## src/rtl/ifetch_pkg.sv

```systemverilog
// Shared types and default constants for the instruction-fetch front end.
package ifetch_pkg;

   localparam int XLEN_DEF   = 32;
   localparam int IWIDTH_DEF = 32;
   localparam int INC_DEF    = 4;
   localparam logic [XLEN_DEF-1:0] RESET_PC_DEF = '0;

   // One buffered fetch: the word together with the PC it was fetched from.
   typedef struct packed {
      logic [XLEN_DEF-1:0]   pc;
      logic [IWIDTH_DEF-1:0] instr;
   } fetch_entry_t;

   function automatic int count_width(input int depth);
      return $clog2(depth) + 1;
   endfunction

endpackage

```

## src/rtl/ifetch_queue_fifo.sv

```systemverilog
// fetch_fifo: DEPTH-entry circular buffer with push/pop/flush and an exposed
// occupancy count; the head entry is read combinationally from storage.
module fetch_fifo
   import ifetch_pkg::*;
#(
   parameter int W     = 64,
   parameter int DEPTH = 4
) (
   input  logic                          clk,
   input  logic                          rst,
   input  logic                          push,
   input  logic                          pop,
   input  logic                          flush,
   input  logic [W-1:0]                  wdata,
   output logic [W-1:0]                  rdata,
   output logic [count_width(DEPTH)-1:0] count
);

   localparam int AW = $clog2(DEPTH);
   localparam int CW = count_width(DEPTH);

   logic [W-1:0]  mem [DEPTH];
   logic [AW-1:0] rd_ptr_reg;
   logic [AW-1:0] wr_ptr_reg;
   logic [CW-1:0] count_reg;

   always_ff @(posedge clk) begin
      if (push && !flush)
         mem[wr_ptr_reg] <= wdata;
   end

   // DEPTH is a power of two, so pointers wrap by plain overflow.
   always_ff @(posedge clk or posedge rst) begin
      if (rst) begin
         rd_ptr_reg <= '0;
         wr_ptr_reg <= '0;
         count_reg  <= '0;
      end else if (flush) begin
         rd_ptr_reg <= '0;
         wr_ptr_reg <= '0;
         count_reg  <= '0;
      end else begin
         if (push)
            wr_ptr_reg <= wr_ptr_reg + 1'b1;
         if (pop)
            rd_ptr_reg <= rd_ptr_reg + 1'b1;
         count_reg <= count_reg + CW'(push) - CW'(pop);
      end
   end

   assign rdata = mem[rd_ptr_reg];
   assign count = count_reg;

endmodule

```

## src/rtl/ifetch_queue.sv

```systemverilog
// Instruction-fetch front end: PC, sequential 1-cycle imem fetch and a fetch
// queue to decode with redirect flush. Optional stall counter: IFETCH_PERF_EN.
module ifetch_queue
   import ifetch_pkg::*;
#(
   parameter int              XLEN     = XLEN_DEF,
   parameter int              IWIDTH   = IWIDTH_DEF,
   parameter int              DEPTH    = 4,
   parameter int              INC      = INC_DEF,
   parameter logic [XLEN-1:0] RESET_PC = XLEN'(RESET_PC_DEF)
) (
   input  logic              clk,
   input  logic              rst,
   output logic              imem_req,
   output logic [XLEN-1:0]   imem_addr,
   input  logic [IWIDTH-1:0] imem_rdata,
   input  logic              redirect,
   input  logic [XLEN-1:0]   redirect_pc,
   output logic              out_valid,
   input  logic              out_ready,
   output logic [XLEN-1:0]   out_pc,
   output logic [XLEN-1:0]   out_inc_pc,
   output logic [IWIDTH-1:0] out_instr
`ifdef IFETCH_PERF_EN
   ,
   output logic [31:0]       stall_cnt
`endif
);

   localparam int CW = count_width(DEPTH);
   localparam int OW = CW + 1;
   localparam int W  = XLEN + IWIDTH;

   logic [XLEN-1:0] pc_reg;
   logic [XLEN-1:0] pend_pc_reg;
   logic            pending_reg;
   logic [CW-1:0]   count;
   logic [W-1:0]    head;
   logic [OW-1:0]   occupancy;
   logic            push;
   logic            pop;
   logic            issue;

   assign out_valid = (count != '0);
   assign pop       = out_valid & out_ready & ~redirect;
   assign push      = pending_reg & ~redirect;

   // Credit counts the in-flight fetch and the slot freed by this cycle's pop,
   // which is what lets issue resume in the same cycle as the first pop.
   assign occupancy = OW'(count) + OW'(pending_reg) - OW'(pop);
   assign issue     = ~rst & ~redirect & (occupancy < OW'(DEPTH));

   assign imem_req  = issue;
   assign imem_addr = pc_reg;

   always_ff @(posedge clk or posedge rst) begin
      if (rst) begin
         pc_reg      <= RESET_PC;
         pend_pc_reg <= RESET_PC;
         pending_reg <= 1'b0;
      end else if (redirect) begin
         pc_reg      <= redirect_pc;
         pending_reg <= 1'b0;
      end else begin
         pending_reg <= issue;
         if (issue) begin
            pend_pc_reg <= pc_reg;
            pc_reg      <= pc_reg + XLEN'(INC);
         end
      end
   end

   fetch_fifo #(
      .W     (W),
      .DEPTH (DEPTH)
   ) u_fifo (
      .clk   (clk),
      .rst   (rst),
      .push  (push),
      .pop   (pop),
      .flush (redirect),
      .wdata ({pend_pc_reg, imem_rdata}),
      .rdata (head),
      .count (count)
   );

   assign out_pc     = head[W-1:IWIDTH];
   assign out_instr  = head[IWIDTH-1:0];
   assign out_inc_pc = out_pc + XLEN'(INC);

`ifdef IFETCH_PERF_EN
   logic [1:0]  blank_reg;
   logic [31:0] stall_reg;

   // blank_reg masks the refill bubble of the three cycles after a redirect.
   always_ff @(posedge clk or posedge rst) begin
      if (rst) begin
         blank_reg <= '0;
         stall_reg <= '0;
      end else begin
         if (redirect)
            blank_reg <= 2'd3;
         else if (blank_reg != 2'd0)
            blank_reg <= blank_reg - 2'd1;
         if (!out_valid && blank_reg == 2'd0)
            stall_reg <= stall_reg + 32'd1;
      end
   end

   assign stall_cnt = stall_reg;
`endif

endmodule
```

## config.mk

```make
export PLATFORM = sky130hd
export DESIGN_NAME = ifetch_queue
export DESIGN_NICKNAME = d
export VERILOG_FILES = /design/src/rtl/ifetch_pkg.sv /design/src/rtl/ifetch_queue_fifo.sv /design/src/rtl/ifetch_queue.sv
export SDC_FILE = /design/constraint.sdc
export NUM_CORES = 1
export LEC_CHECK = 0
export ABC_AREA = 0
export BUFFER_PORTS_ARGS = -buffer_cell sky130_fd_sc_hd__buf_2
export CAP_MARGIN = 25
export CORE_AREA = 3 3 201 203
export CTS_CLUSTER_SIZE = 12
export DETAILED_ROUTE_END_ITERATION = 8
export DIE_AREA = 0 0 204 206
export PLACE_DENSITY = 0.61
export SYNTH_ARGS = -nofsm -noshare
export SYNTH_HDL_FRONTEND = slang
export SYNTH_SLANG_ARGS = --single-unit
```

## constraint.sdc

```tcl
create_clock -name clk -period 3.2 [get_ports clk]
set_input_delay 0.32 -clock clk [delete_from_list [all_inputs] [get_ports clk]]
set_output_delay 0.32 -clock clk [all_outputs]
set_load 0.01 [all_outputs]
```

==> flow_summary_export.csv, run 1 <==
group,metric,value,unit
hold_path,hold-path-endpoint,"imem_addr[25]",
synthesis,post_synth_main_area_contributors,"edfxtp_1, dfrtp_1, mux4_2",
sta,worst_slew_pin_slew,0.878,ns
floorplanning,die_x,204,µm
grt,grt-ovfl-total,0,
synthesis,synth_nets,839,
route,wl_per_cell,20.7,µm
setup_path,r2r_setup_slack,0.33,ns
setup_path,required,2.88,ns
route,drt_iter0_markers,442,
placed_design,port_buffers,197,
clocking,clock_latency,0.51,ns
route,drt_first_pass_iters,5,
synthesis,synth_top_area_cell,"edfxtp_1",
floorplanning,ios,198,
synthesis,synth_edf_count,256,
finish,stdcell_count,1561,
finish,nets,1096,
sta,fin_setup_tns,0,ns
sta,timing.fmax,320,MHz
grt,grt_use_met2,24.4,%
setup_path,critPathKind,"flip-flop to output pin",
grt,top_usage_layer,"met2",
power,p_leak,5.96,nW
floorplanning,die_h,206,µm
grt,grt_util_met3,2.80,%
setup_path,critPathMaxFanout,9,
clocking,numCtsBuffers,36,
synthesis,async_flop_share,22.0,%
setup_path,rr_worst_depth,14,
hold_path,hold_start,"redirect_pc[25]",
route,drc,0,
finish,largest_register_ffs,256,
sta,slew_headroom,41.4,%
grt,grt_max_degree,68,
synthesis,synthCells,760,
route,drtAntennaViolNets,0,
finish,layout.area.seq,9500,µm²
route,drt-vias-per-instance,5.11,
sta,slew_viol_final,0,
clocking,clock-sinks,328,
power,power_switching,0.00401,W
power,switching_share,30.1,%
synthesis,synth_top_area_share,57.1,%
clocking,cts_root_buf,"clkbuf_16",
sta,rsz0062_at_grt,"yes",
sta,setup_viol,0,
floorplanning,coreArea,38600,µm²
power,vdd_drop_max,395,µV
hold_path,hold_path_depth,3,
synthesis,yosys_warnings,0,
synthesis,synth_most_common_cell,"edfxtp_1",
clocking,cts_htree_levels,2,
synthesis,ys_types,54,
placed_design,gp_congestion,0.780,
route,vias,7972,
setup_path,cp-start-kind,"flip-flop",
sta,period_minus_slack,3.13,ns
grt,antenna_found_initial,0,
setup_path,end_kind,"output pin",
power,clkPwrFrac,29.5,%
finish,multi_input_area,3820,µm²
floorplanning,num_rows,72,
grt,grt_use_met1,21.5,%
power,p_seq_share,43.1,%
finish,n_antenna_cell,0,
setup_path,rr_startpoint,"u_fifo.count[2]",
outcome,outcome,"finished clean",
floorplanning,initial_core_util,34.8,%
synthesis,yosys-top-cells-count,"edfxtp_1, dfrtp_1, mux4_2",
grt,grt_pass1_wl,48900,µm
synthesis,ys_seq_area_share,70.5,%
setup_path,arrival,2.81,ns
grt,track_usage,15.1,%
placed_design,place.detailed.hpwl,21800,µm
sta,skew,0.0136,ns
power,power_density,798,nW/µm²
hold_path,hp-class,"input port to flip-flop",
clocking,cts_tree,"built",
synthesis,synth_area,13500,µm²
clocking,path_clk_slew,0.06,ns
finish,nFillCells,3475,
sta,fin_crit_sh,97.8,%
power,p_comb_share,27.4,%
sta,hold_violations,0,
placed_design,dp_cells,1471,
route,wirelength,32300,µm
power,intPower,0.00931,W
synthesis,avgSynthCellArea,17.7,µm²
grt,grt_pass1_vias,7982,
clocking,cts_buffer_depth,3,
setup_path,regToRegEndpoint,"imem_addr[25]",
floorplanning,dieArea,42000,µm²
synthesis,ys_seq_elements,328,
finish,syn_to_final_growth,24.0,%
job,drv_cap,0,
finish,drive_gt1_share,40.5,%
synthesis,ys.flop_type,"edfxtp_1",
[final cells by class]
type                            instances  area share, %
Clock buffer                           57           6.18
Clock inverter                          7          0.540
Sequential cell                       328           56.9
Tap cell                              518           3.88
Multi-Input combinational cell        380           22.9
Inverter                               20          0.472
Timing Repair Buffer                  251           9.13
[through the flow]
step                hold WS (ns)  worst slack (ns)  cell area, µm²  util [%]  power [W]
global route              0.0138           -0.0951           16700      43.2     0.0140
finish                    0.0222            0.0713           16700      43.2     0.0133
CTS                      0.00125           -0.0656           16500      42.7     0.0134
floorplan                  0.419             0.161           13500         -    0.00782
global placement           0.392             0.282           15300      39.5    0.00925
detailed placement         0.388             0.237           15300      39.5    0.00930
[cells by family (layout without fill, tap and decap cells)]
family	Yosys count	after routing	synth area share, %
flops	328	328	70.5
fa+ha+maj	11	11	1.08
mux	96	96	13.4
xor+xnor	36	36	2.34
buf+inv	52	335	1.85
simple gates	176	176	7.28
compound gates	61	61	3.51
[what timing repair did]
item                                    4_1_cts  5_1_grt
buffers inserted                              4       18
endpoints found under the setup margin       13       32
pin swaps                                     3        6
hold buffers                                  3        0
gates cloned                                  1        0
endpoints found under the hold margin        10        0
gates resized for setup                       7       10
[per-layer routing]
metal / share of wire [%] / vias up
met3: 6.4 / 41
met4: 1.6 / 0
li1: - / 3563
met2: 47 / 276
met5: 0 / -
met1: 45 / 4092
[worst max-delay path: stages, from the launching register on]
cell and delay [ns]:
dfrtp_4 0.53, buf_4 0.22, mux4_2 0.48, nand4_4 0.16
nor4_4 0.33, nand4_1 0.20, xnor2_2 0.21, buf_2 0.16
[power by group through the flow]
stage | clock network (W) | logic, W | registers [W]
5_1_grt | 0.00422 | 0.00395 | 0.00580
2_1_floorplan | 0 | 0.00219 | 0.00562
6_report | 0.00393 | 0.00365 | 0.00574
4_1_cts | 0.00404 | 0.00356 | 0.00575
3_5_place_dp | 0 | 0.00346 | 0.00584
3_3_place_gp | 0 | 0.00345 | 0.00580
[cell usage in the layout (no fill, tap or decap), drive strengths merged, types with 4 or more instances in the layout]
master  netlist  final
a31oi         9      9
and2          5      5
and3          5      5
buf          20    247
clkbuf       12     57
dfrtp        72     72
edfxtp      256    256
ha           10     10
inv          20     21
mux2         30     30
mux4         64     64
nand2        54     54
nand3        30     30
nand4        16     16
nor2         32     32
nor3          7      7
nor4          9      9
o21ai        11     11
o311ai       27     27
o31ai         5      5
or3           4      4
or4           8      8
xnor2        25     25
xor2         11     11
[worst max path at each step]
stage	from	endpoint	slack, ns	depth (start not counted)
after floorplan	redirect	imem_req	0.16	12
after CTS	u_fifo.rd_ptr_reg[0]	out_inc_pc[31]	-0.07	7
after detailed placement	u_fifo.count[1]	imem_addr[29]	0.24	13
after global routing	u_fifo.rd_ptr_reg[0]	out_inc_pc[31]	-0.1	7
after global placement	u_fifo.count[1]	imem_addr[24]	0.28	13
final	u_fifo.rd_ptr_reg[0]	out_inc_pc[31]	0.07	7
No activity file was read; power rests on OpenSTA's default activity.
==> run 2: changes to the inputs <==
- SYNTH_HIERARCHICAL: not set -> 1
==> run 2 against run 1 <==
  * Register-to-register slack got worse by 0.35 ns
  * Count of clock-buffer cells in the layout is 8 lower
  * The run now ends with setup timing left
  * Highest routed layer unchanged
  * Cell area increased by 2.9%
  * Synthesized cell count increased by 0.66%
  * Maximum frequency down 3.1%
  * Largest power group unchanged
  * Area after synthesis grew 0.21%
  * Hold slack worse by 0.00073 ns
==> flow_summary_export.csv, run 2 <==
group,metric,value,unit
synthesis,ys.flop_type,"edfxtp_1",
clocking,cts_buffer_depth,3,
finish,drive_gt1_share,45.6,%
synthesis,yosys_warnings,6,
sta,setup_viol,5,
sta,rsz0062_at_grt,"yes",
finish,stdcell_count,1590,
route,wirelength,31800,µm
setup_path,critPathKind,"flip-flop to output pin",
hold_path,hold_path_depth,3,
finish,final_common_cell,"edfxtp_1",
synthesis,synth_top_area_share,57.0,%
hold_path,hp-class,"input port to flip-flop",
clocking,numCtsBuffers,37,
route,drt-vias-per-instance,4.99,
setup_path,r2r_setup_slack,-0.02,ns
synthesis,synthMuxAreaShare,13.8,%
route,drtAntennaViolNets,0,
finish,layout_common_cells,"edfxtp_1, buf_2, dfrtp_1",
outcome,failed_checks,"setup timing",
synthesis,yosys-top-cells-count,"edfxtp_1, dfrtp_1, mux4_2",
clocking,clock-sinks,328,
setup_path,rr_startpoint,"u_fifo/count[0]",
setup_path,end_kind,"output pin",
setup_path,cp-start-kind,"flip-flop",
synthesis,avgSynthCellArea,17.6,µm²
grt,track_usage,14.8,%
sta,skew,0.0107,ns
sta,worst_slew_pin_slew,0.711,ns
synthesis,ys_types,51,
route,drt_iter0_markers,416,
synthesis,synth_edf_count,256,
synthesis,yosys.area_share.simple,6.85,%
clocking,cts_htree_levels,2,
finish,nets,1126,
grt,grt_max_degree,68,
sta,worst_slack,-0.0291,ns
power,vdd_drop_max,313,µV
setup_path,setup.worst_path.start,"u_fifo/rd_ptr_reg[0]",
synthesis,async_flop_share,22.0,%
placed_design,place.detailed.hpwl,20900,µm
finish,largest_register_ffs,256,
floorplanning,coreArea,38600,µm²
placed_design,dpl_cell_area,15300,µm²
placed_design,port_buffers,197,
setup_path,arrival,2.91,ns
setup_path,critPathMaxFanout,7,
setup_path,regToRegEndpoint,"imem_addr[23]",
synthesis,ys_seq_elements,328,
sta,hold_violations,0,
clocking,cts_root_buf,"clkbuf_16",
sta,period_minus_slack,3.23,ns
synthesis,synth_compound_area_share,2.75,%
clocking,cts_tree,"built",
synthesis,synth_nets,845,
route,wl_per_cell,20.0,µm
finish,nFillCells,3388,
setup_path,rr_worst_depth,13,
floorplanning,die_x,204,µm
synthesis,synth_area,13500,µm²
power,power_density,695,nW/µm²
grt,grt-ovfl-total,0,
floorplanning,die_h,206,µm
synthesis,synthCells,765,
power,p_leak,6.22,nW
floorplanning,dieArea,42000,µm²
sta,fin_crit_sh,101,%
grt,grt_pass1_wl,48000,µm
floorplanning,ios,198,
sta,whs,0.0214,ns
synthesis,ys_seq_area_share,70.4,%
job,drv_cap,0,
sta,slew_headroom,52.6,%
sta,timing.fmax,310,MHz
clocking,clock_latency,0.50,ns
finish,design_area,17200,µm²
synthesis,synth_top_family_by_area,"multiplexers",
grt,grt_pass1_vias,8041,
outcome,outcome,"finished with violations",
finish,syn_to_final_growth,27.3,%
grt,antenna_found_initial,1,
setup_path,crit_end,"out_inc_pc[30]",
floorplanning,initial_core_util,34.9,%
synthesis,synth_top_area_cell,"edfxtp_1",
synthesis,synthXorXnorAreaFrac,2.63,%
route,drt_first_pass_iters,5,
route,vias,7928,
synthesis,synth_fa_ha_area_share,1.17,%
placed_design,gp_congestion,0.781,
setup_path,required,2.88,ns
floorplanning,num_rows,72,
synthesis,synth_most_common_cell,"edfxtp_1",
route,drc,0,
sta,slew_viol_final,0,
clocking,path_clk_slew,0.06,ns
synthesis,post_synth_main_area_contributors,"edfxtp_1, dfrtp_1, mux4_2",
placed_design,dp_cells,1477,
## run 2: stage by stage
step                util, %  power, W  setup TNS (ns)  setup WS, ns
floorplan                 -   0.00682               0        0.0165
global placement       39.5   0.00757               0         0.105
detailed placement     39.5   0.00763               0        0.0517
CTS                    43.4    0.0119          -0.155       -0.0565
global route           44.4    0.0125           -1.40        -0.141
finish                 44.4    0.0119         -0.0920       -0.0291
## run 2: worst min-delay path by stage
stage,start,to,slack [ns]
after floorplan,rst,u_fifo/count[0],0.12
after global placement,rst,u_fifo/rd_ptr_reg[0],0.40
after detailed placement,rst,u_fifo/count[1],0.40
after CTS,redirect_pc[14],imem_addr[14],0.004
after global routing,imem_rdata[12],u_fifo/mem[3][12],0.02
final,redirect_pc[7],imem_addr[7],0.02
## run 2: metal layers
metal	GRT usage (%)	share of wire (%)	vias up
li1	-	-	3580
met1	20.4	43	4077
met2	24.5	49	232
met3	2.93	6.2	39
met4	3.42	1.4	0
met5	0	0	-
## run 2: layout make-up
class	instances	area (µm²)	area share [%]
flip-flops and latches	328	9500	55.3
multi-input cells	380	3930	22.9
repair buffers	279	1820	10.6
clock buffers	49	1050	6.14
well taps	518	648	3.77
clock inverters	14	128	0.743
inverters	20	91.3	0.532
diodes	2	5.00	0.0292
## run 2: worst max-delay path: stages (launching register included)
cell and delay, ns:
dfrtp_4 0.58, buf_6 0.18, mux4_2 0.39, nand4_1 0.13, or3_4 0.40, nor3_2 0.19, buf_6 0.17, nand2_4 0.06
xnor2_2 0.14, buf_2 0.15
## run 2: cells by family (layout without fill, tap and decap cells)
family / Yosys count / count (layout)
XOR/XNOR: 39 / 39
buffers and inverters: 57 / 362
adder cells (fa/ha/maj): 12 / 12
other: 0 / 2
multiplexers: 102 / 102
AND/OR/NAND/NOR: 174 / 174
AO/OA/AOI/OAI: 53 / 53
flip-flops: 328 / 328
## run 2: report_power, final
part	switching (W)	leakage, nW	internal, W
clock	0.00159	0.584	0.00247
sequential	0.000412	3.16	0.00518
combinational	0.00108	2.48	0.00119
total	0.00309	6.22	0.00884
## run 2: what timing repair did
action	CTS	global route
gates cloned	1	1
pin swaps	8	33
endpoints found under the setup margin	16	33
setup buffers	28	17
gates resized for setup	20	56
hold buffers	1	0
hold endpoints to repair	18	0
